$ cat config.mk
export PLATFORM = sky130hd
export DESIGN_NAME = rs_bank
export DESIGN_NICKNAME = d
export VERILOG_FILES = /design/src/rtl/superscalar_pkg.sv /design/src/rtl/rs_entry.sv /design/src/rtl/rs_bank.sv
export SDC_FILE = /design/constraint.sdc
export NUM_CORES = 1
export LEC_CHECK = 0
export BUFFER_PORTS_ARGS = -buffer_cell sky130_fd_sc_hd__buf_2
export CAP_MARGIN = 20
export CORE_ASPECT_RATIO = 0.7
export CORE_MARGIN = 3
export CORE_UTILIZATION = 56
export CTS_BUF_LIST = sky130_fd_sc_hd__clkbuf_16
export CTS_CLUSTER_DIAMETER = 200
export DETAILED_ROUTE_END_ITERATION = 10
export PLACE_DENSITY = 0.81
export SYNTH_ARGS = -nofsm -noshare
export SYNTH_HDL_FRONTEND = slang
export SYNTH_SLANG_ARGS = --single-unit
$ cat constraint.sdc
create_clock -name clk -period 4.5 [get_ports clk]
set_input_delay 0.9 -clock clk [delete_from_list [all_inputs] [get_ports clk]]
set_output_delay 0.9 -clock clk [all_outputs]
set_load 0.01 [all_outputs]
$ cat src/rtl/superscalar_pkg.sv
// Shared widths, global tag map, opcodes and reservation-station
// entry state encoding for the dispatch/issue slice.
package superscalar_pkg;

  localparam int TAG_LEN  = 4;
  localparam int DATA_WID = 16;
  localparam int OP_WID   = 4;

  // Global RS tags; 0 means "no producer, value present"
  localparam logic [TAG_LEN-1:0] NO_TAG = 4'd0;
  localparam logic [TAG_LEN-1:0] ADD_0  = 4'd1;
  localparam logic [TAG_LEN-1:0] ADD_1  = 4'd2;
  localparam logic [TAG_LEN-1:0] MULT_0 = 4'd3;
  localparam logic [TAG_LEN-1:0] MULT_1 = 4'd4;
  localparam logic [TAG_LEN-1:0] LOAD_0 = 4'd5;
  localparam logic [TAG_LEN-1:0] LOAD_1 = 4'd6;

  localparam logic [OP_WID-1:0] OP_ADD   = 4'd1;
  localparam logic [OP_WID-1:0] OP_MULT  = 4'd2;
  localparam logic [OP_WID-1:0] OP_LOAD  = 4'd3;
  localparam logic [OP_WID-1:0] OP_STORE = 4'd4;

  // Entry state encoding
  localparam logic [1:0] ST_FREE  = 2'd0;
  localparam logic [1:0] ST_WAIT  = 2'd1;
  localparam logic [1:0] ST_READY = 2'd2;
  localparam logic [1:0] ST_EXEC  = 2'd3;

endpackage

$ cat src/rtl/rs_entry.sv
// One reservation-station entry: state machine, operand capture
// with same-cycle CDB forwarding, and CDB snoop while waiting.
module rs_entry #(
  parameter int TAG_LEN  = superscalar_pkg::TAG_LEN,
  parameter int DATA_WID = superscalar_pkg::DATA_WID,
  parameter int OP_WID   = superscalar_pkg::OP_WID,
  parameter int MY_TAG   = 1
) (
  input  logic                clk,
  input  logic                rst,
  input  logic                load,
  input  logic [OP_WID-1:0]   ld_op,
  input  logic [TAG_LEN-1:0]  ld_s0_tag,
  input  logic [DATA_WID-1:0] ld_s0_val,
  input  logic [TAG_LEN-1:0]  ld_s1_tag,
  input  logic [DATA_WID-1:0] ld_s1_val,
  input  logic                cdb_valid,
  input  logic [TAG_LEN-1:0]  cdb_tag,
  input  logic [DATA_WID-1:0] cdb_data,
  input  logic                issue,
  output logic [1:0]          state,
  output logic                freeing,
  output logic [OP_WID-1:0]   op,
  output logic [DATA_WID-1:0] a,
  output logic [DATA_WID-1:0] b
);
  import superscalar_pkg::*;

  localparam logic [TAG_LEN-1:0] OWN = TAG_LEN'(MY_TAG);

  logic [TAG_LEN-1:0] t0, t1;
  logic cdb_hit, fw0, fw1, sn0, sn1;

  assign cdb_hit = cdb_valid && (cdb_tag != '0);
  assign fw0 = cdb_hit && (ld_s0_tag == cdb_tag);
  assign fw1 = cdb_hit && (ld_s1_tag == cdb_tag);
  assign sn0 = cdb_hit && (t0 == cdb_tag);
  assign sn1 = cdb_hit && (t1 == cdb_tag);

  // Own-tag broadcast only matters once the op is executing
  assign freeing = (state == ST_EXEC) && cdb_valid
                   && (cdb_tag == OWN);

  // Entry lifecycle and operand capture
  always_ff @(posedge clk or posedge rst) begin
    if (rst) begin
      state <= ST_FREE;
      op    <= '0;
      t0    <= '0;
      t1    <= '0;
      a     <= '0;
      b     <= '0;
    end else begin
      unique case (state)
        ST_FREE: begin
          if (load) begin
            state <= ST_WAIT;
            op    <= ld_op;
            t0    <= fw0 ? '0 : ld_s0_tag;
            a     <= fw0 ? cdb_data : ld_s0_val;
            t1    <= fw1 ? '0 : ld_s1_tag;
            b     <= fw1 ? cdb_data : ld_s1_val;
          end
        end
        ST_WAIT: begin
          if (t0 == '0 && t1 == '0) state <= ST_READY;
          if (sn0) begin
            t0 <= '0;
            a  <= cdb_data;
          end
          if (sn1) begin
            t1 <= '0;
            b  <= cdb_data;
          end
        end
        ST_READY: begin
          if (issue) state <= ST_EXEC;
        end
        ST_EXEC: begin
          if (freeing) state <= ST_FREE;
        end
        default: state <= ST_FREE;
      endcase
    end
  end

endmodule

$ cat src/rtl/rs_bank.sv
// Reservation-station bank: two dispatch buses in, oldest-ready issue out.
// Optional macro RS_DISP_CHECK_EN enables the registered disp_err pulse.
module rs_bank #(
  parameter int NUM_ENT  = 2,
  parameter int BASE_TAG = 1,
  parameter int TAG_LEN  = superscalar_pkg::TAG_LEN,
  parameter int DATA_WID = superscalar_pkg::DATA_WID,
  parameter int OP_WID   = superscalar_pkg::OP_WID
) (
  input  logic                clk,
  input  logic                rst,
  input  logic                d1_valid,
  input  logic [TAG_LEN-1:0]  d1_rs_tag,
  input  logic [OP_WID-1:0]   d1_op,
  input  logic [TAG_LEN-1:0]  d1_s0_tag,
  input  logic [TAG_LEN-1:0]  d1_s1_tag,
  input  logic [DATA_WID-1:0] d1_s0_val,
  input  logic [DATA_WID-1:0] d1_s1_val,
  input  logic                d2_valid,
  input  logic [TAG_LEN-1:0]  d2_rs_tag,
  input  logic [OP_WID-1:0]   d2_op,
  input  logic [TAG_LEN-1:0]  d2_s0_tag,
  input  logic [TAG_LEN-1:0]  d2_s1_tag,
  input  logic [DATA_WID-1:0] d2_s0_val,
  input  logic [DATA_WID-1:0] d2_s1_val,
  input  logic                cdb_valid,
  input  logic [TAG_LEN-1:0]  cdb_tag,
  input  logic [DATA_WID-1:0] cdb_data,
  output logic                iss_valid,
  input  logic                iss_ready,
  output logic [TAG_LEN-1:0]  iss_tag,
  output logic [OP_WID-1:0]   iss_op,
  output logic [DATA_WID-1:0] iss_a,
  output logic [DATA_WID-1:0] iss_b,
  output logic [NUM_ENT-1:0]  busy,
  output logic                disp_err
);
  import superscalar_pkg::*;

  localparam int IW = (NUM_ENT > 1) ? $clog2(NUM_ENT) : 1;
  localparam int RW = 3;

  logic [1:0]          st    [NUM_ENT];
  logic [OP_WID-1:0]   e_op  [NUM_ENT];
  logic [DATA_WID-1:0] e_a   [NUM_ENT];
  logic [DATA_WID-1:0] e_b   [NUM_ENT];
  logic [RW-1:0]       rank  [NUM_ENT];
  logic [RW-1:0]       rank_n[NUM_ENT];

  logic [NUM_ENT-1:0] tgt1, tgt2, free, ld1, ld2;
  logic [NUM_ENT-1:0] rdy, issue, freeing;
  logic ok1, ok2;
  logic [RW-1:0] stay_cnt, dec;
  logic [IW-1:0] pick, hold_idx;
  logic found, hold;

  // Decode bus targets; bus 1 wins a same-entry collision
  always_comb begin
    for (int i = 0; i < NUM_ENT; i++) begin
      tgt1[i] = d1_valid && (d1_rs_tag == TAG_LEN'(BASE_TAG + i));
      tgt2[i] = d2_valid && (d2_rs_tag == TAG_LEN'(BASE_TAG + i));
      free[i] = (st[i] == ST_FREE);
      rdy[i]  = (st[i] == ST_READY);
      busy[i] = !free[i];
    end
`ifdef RS_DISP_CHECK_EN
    ok1 = (d1_s0_tag != d1_rs_tag) && (d1_s1_tag != d1_rs_tag);
    ok2 = (d2_s0_tag != d2_rs_tag) && (d2_s1_tag != d2_rs_tag);
`else
    ok1 = 1'b1;
    ok2 = 1'b1;
`endif
    ld1 = tgt1 & free & {NUM_ENT{ok1}};
    ld2 = tgt2 & free & ~tgt1 & {NUM_ENT{ok2}};
  end

`ifdef RS_DISP_CHECK_EN
  logic err_n;

  // Flag busy target, bus collision or self-dependent source
  always_comb begin
    err_n = 1'b0;
    if (|tgt1 && (!(|(tgt1 & free)) || !ok1)) err_n = 1'b1;
    if (|tgt2 && (!(|(tgt2 & free)) || !ok2 || |(tgt1 & tgt2)))
      err_n = 1'b1;
  end

  // Registered one-cycle error pulse
  always_ff @(posedge clk or posedge rst) begin
    if (rst) disp_err <= 1'b0;
    else     disp_err <= err_n;
  end
`else
  assign disp_err = 1'b0;
`endif

  genvar g;
  generate
    for (g = 0; g < NUM_ENT; g++) begin : g_ent
      rs_entry #(
        .TAG_LEN (TAG_LEN),
        .DATA_WID(DATA_WID),
        .OP_WID  (OP_WID),
        .MY_TAG  (BASE_TAG + g)
      ) u_ent (
        .clk      (clk),
        .rst      (rst),
        .load     (ld1[g] | ld2[g]),
        .ld_op    (ld1[g] ? d1_op     : d2_op),
        .ld_s0_tag(ld1[g] ? d1_s0_tag : d2_s0_tag),
        .ld_s0_val(ld1[g] ? d1_s0_val : d2_s0_val),
        .ld_s1_tag(ld1[g] ? d1_s1_tag : d2_s1_tag),
        .ld_s1_val(ld1[g] ? d1_s1_val : d2_s1_val),
        .cdb_valid(cdb_valid),
        .cdb_tag  (cdb_tag),
        .cdb_data (cdb_data),
        .issue    (issue[g]),
        .state    (st[g]),
        .freeing  (freeing[g]),
        .op       (e_op[g]),
        .a        (e_a[g]),
        .b        (e_b[g])
      );
    end
  endgenerate

  // Age rank: 0 is oldest; ranks compact as older entries free
  always_comb begin
    stay_cnt = '0;
    dec      = '0;
    for (int i = 0; i < NUM_ENT; i++)
      if (!free[i] && !freeing[i]) stay_cnt = stay_cnt + 1'b1;
    for (int i = 0; i < NUM_ENT; i++) begin
      rank_n[i] = rank[i];
      if (!free[i]) begin
        dec = '0;
        for (int j = 0; j < NUM_ENT; j++)
          if (freeing[j] && rank[j] < rank[i]) dec = dec + 1'b1;
        rank_n[i] = rank[i] - dec;
      end else if (ld1[i]) begin
        rank_n[i] = stay_cnt;
      end else if (ld2[i]) begin
        rank_n[i] = stay_cnt + RW'(|ld1);
      end
    end
  end

  // Age rank registers
  always_ff @(posedge clk or posedge rst) begin
    if (rst) begin
      for (int i = 0; i < NUM_ENT; i++) rank[i] <= '0;
    end else begin
      for (int i = 0; i < NUM_ENT; i++) rank[i] <= rank_n[i];
    end
  end

  // Oldest ready entry, unless an offer is already pending
  always_comb begin
    pick  = '0;
    found = 1'b0;
    for (int i = 0; i < NUM_ENT; i++)
      if (rdy[i] && (!found || rank[i] < rank[pick])) begin
        pick  = IW'(i);
        found = 1'b1;
      end
    if (hold) begin
      pick  = hold_idx;
      found = 1'b1;
    end
    for (int i = 0; i < NUM_ENT; i++)
      issue[i] = found && iss_ready && (pick == IW'(i));
  end

  assign iss_valid = found;
  assign iss_tag = found ? TAG_LEN'(BASE_TAG) + TAG_LEN'(pick) : '0;
  assign iss_op  = found ? e_op[pick] : '0;
  assign iss_a   = found ? e_a[pick]  : '0;
  assign iss_b   = found ? e_b[pick]  : '0;

  // Lock the offered entry until the FU takes it
  always_ff @(posedge clk or posedge rst) begin
    if (rst) begin
      hold     <= 1'b0;
      hold_idx <= '0;
    end else begin
      hold     <= found && !iss_ready;
      hold_idx <= pick;
    end
  end

endmodule

==> flow_metrics.tcl <==
set metrics [dict create \
    outcome "completed" \
    synth-seq-cells 100 \
    routabilityCongestion 0.9187 \
    grt_overflow_total 0 \
    holdWs_ns 0.4751 \
    postCtsHoldBufs 0 \
    crit_chain "inv_1 -> ha_1 -> nor2b_1 -> o21ai_0 -> a21boi_0 -> o21ai_4 -> buf_4 -> nand2_1 -> o21ai_0 -> buf_2" \
    synthFlopType "dfrtp_1" \
    antenna_cells 0 \
    finalHoldViolations 0 \
    dieArea_mm2 0.01571 \
    crit_fanout 33 \
    root_buffer "clkbuf_16" \
    antenna_found_initial 0 \
    maxCapViolations 0 \
    placed_cells 1361 \
    power_mw 5.758 \
    synth.avg_cell_area_um2 7.392 \
    required_ns 3.60 \
    timing.final.crit_share 0.9149 \
    hpwl_um 18370 \
    whs_path_depth 2 \
    core_area_mm2 0.01353 \
    finalMaxSlewViolations 0 \
    synth.area.top_cells "dfrtp_1 (31%), nand2_1 (9.7%), nor2_1 (8.3%)" \
    rsz0062_at_grt "no" \
    clock-skew-final_ns 0.007442 \
    worst-path-stages 10 \
    syn-cell-area_mm2 0.007961 \
    htreeDepth 3 \
    syn_inst 1077 \
    routed_wirelength_um 26050 \
    crit_path_frequent_cell "o21ai_0" \
    max_freq_mhz 242.9 \
    grt_max_degree 47 \
    ys_warn_count 0 \
    crit_family "compound AO/OA/AOI/OAI gates" \
    holdCritPathClass "register to register" \
    grt_pass1_wl_um 41080 \
    port_buffers 162 \
    die_h_um 105.8 \
    cts.repair.resized 0 \
    peakVddDrop_v 0.0003216 \
    synth_edf_count 0 \
    crit_arrival_ns 3.22 \
    p_leak_nw 4.232 \
    async_reset_ff_frac 1.000 \
    cts_tree "yes" \
    postRouteAntennaNets 0 \
    synth_cell_types 71 \
    vias_per_cell 6.271 \
    fin_util 0.6751 \
    fp.dieW_um 148.5 \
    drc 0 \
    slowest_delay_ns 0.69 \
    nets 1330 \
    synth.most_common_cell "nand2_1" \
    fin_cells 1378 \
    clock-sinks 100 \
    endpoint_kind "primary output" \
    yosys.area.top_type_share 0.3143 \
    clkTransAtPathRegs_ns 0.07 \
    seq_area_frac_synth 0.3143 \
    tightest_slew_ns 1.234 \
    p_per_area_mw_per_mm2 630.3 \
    clock_latency_ns 0.35 \
    post_cts_buffers 0 \
    min_period_ns 4.117 \
    final_layout_size_suffix_gt1_frac 0.1961 \
    wire_per_inst_um 18.91 \
    initial_core_util 0.5883 \
    crit_path_top_delay_cell "o21ai_4" \
    setup_viol 0 \
    grtUsageTotal 0.3243 \
    syn2layout_area_growth_pct 14.74 \
    grt_pass1_vias 7738 \
    first_iter_violations 1023 \
    num_vias 8642 \
    fin_tns_setup_ns 0 \
    synth_commonest_cells "nand2_1 (205), nor2_1 (176), dfrtp_1 (100)" \
    rr_worst_depth 8 \
    startpoint_type "register" \
    cts_buffers 9 \
    boundaryPins 166 \
    cts_buffer_depth 2 \
    path_buf_inv 3 \
    slew_headroom 0.1772 \
    dr.pass1.iters 6 \
    crit_type "register to primary output" \
    num_rows 35 \
    synth_top_area_cell "dfrtp_1" \
]
==> stage by stage <==
stage | cell area [um^2] | worst slack [ns]
floorplan | 7969 | 0.9812
global placement | 8827 | 0.8688
detailed placement | 8827 | 0.7847
CTS | 9120 | 0.4209
global route | 9135 | 0.1455
finish | 9135 | 0.3829
==> flip-flops by register name (all words and copies together) (netlist names) <==
name	cells
hold_idx	1
g_ent.u_ent.t0	8
g_ent.u_ent.b	32
g_ent.u_ent.a	32
rank	6
g_ent.u_ent.state	4
g_ent.u_ent.op	8
hold	1
g_ent.u_ent.t1	8
==> layer usage <==
layer  routed length (um)  global-route usage  vias to the layer above
met1                10860              0.4818                     3984
met2                10940              0.4674                      611
li1                     -                   -                     4003
met5                    0                   0                        -
met3                 3857             0.09454                       44
met4                  389             0.06790                        0
==> cell families (layout without fill, tap and decap cells) <==
family          after synthesis  count (layout)  share of synthesized area
buf+inv                     118             232                    0.06459
other cells                   1               3                  0.0004710
flops                       100             100                     0.3143
xor+xnor                     18              18                    0.01980
simple gates                537             537                     0.3039
compound gates              254             254                     0.2271
mux                          29              29                    0.03740
fa+ha+maj                    20              20                    0.03238
==> worst min-delay path: cells and delay by family (launching register included) <==
family	cells	cell delay [ns]
simple gates	1	0.05
flops	1	0.34
compound gates	1	0.05
==> final cells by class <==
class | instances | area [um^2]
multi-input cells | 861 | 4986
fillers | 1138 | 4397
flip-flops and latches | 100 | 2502
repair buffers | 185 | 1003
well taps | 185 | 231.5
clock buffers | 9 | 225.2
inverters | 31 | 118.9
clock inverters | 7 | 67.56
==> report_power, final <==
group          internal (mW)  switching (mW)  leakage, nW
combinational           1.26            2.12         2.85
sequential              1.33           0.255         1.24
clock                  0.430           0.357        0.145
total                   3.03            2.73         4.23
==> worst paths after layout <==
check / startpoint / end / slack [ns]
setup / recovery: rank[4]$_DFFE_PP0P_ / iss_b[0] / 0.38
hold / removal: g_ent[1].u_ent.b[6]$_DFFE_PP0P_ / g_ent[1].u_ent.b[6]$_DFFE_PP0P_ / 0.48
setup reg to reg: g_ent[1].u_ent.state[0]$_DFFE_PP0P_ / g_ent[1].u_ent.a[11]$_DFFE_PP0P_ / 0.88
hold reg to reg: g_ent[1].u_ent.b[6]$_DFFE_PP0P_ / g_ent[1].u_ent.b[6]$_DFFE_PP0P_ / 0.48
max in group asynchronous: rst / g_ent[0].u_ent.t1[3]$_DFFE_PP0P_ / 3.01
min in group asynchronous: rst / rank[1]$_DFFE_PP0P_ / 0.64
==> cell usage in the layout, fill, tap and decap left out, types with 5 or more instances in the layout <==
master / Yosys / layout
nand2_1: 205 / 205
nor2_1: 176 / 174
buf_2: 18 / 162
dfrtp_1: 100 / 100
o21ai_0: 47 / 46
o31ai_1: 44 / 44
a21oi_1: 39 / 39
inv_1: 31 / 31
nand3_1: 24 / 24
mux2i_1: 23 / 23
nor3_1: 21 / 21
buf_4: 7 / 21
o21ai_1: 20 / 20
nand4_1: 19 / 19
ha_1: 19 / 19
nor2b_1: 18 / 18
and3_1: 18 / 18
nand2b_1: 18 / 18
a211oi_1: 18 / 18
o2111ai_1: 16 / 16
xnor2_1: 14 / 14
o22ai_1: 12 / 11
nor4_1: 10 / 10
o41ai_1: 9 / 9
clkbuf_16: 0 / 9
o41ai_2: 9 / 8
o211ai_1: 6 / 6
mux2_2: 5 / 5
Power figures use the tool's default switching activity.
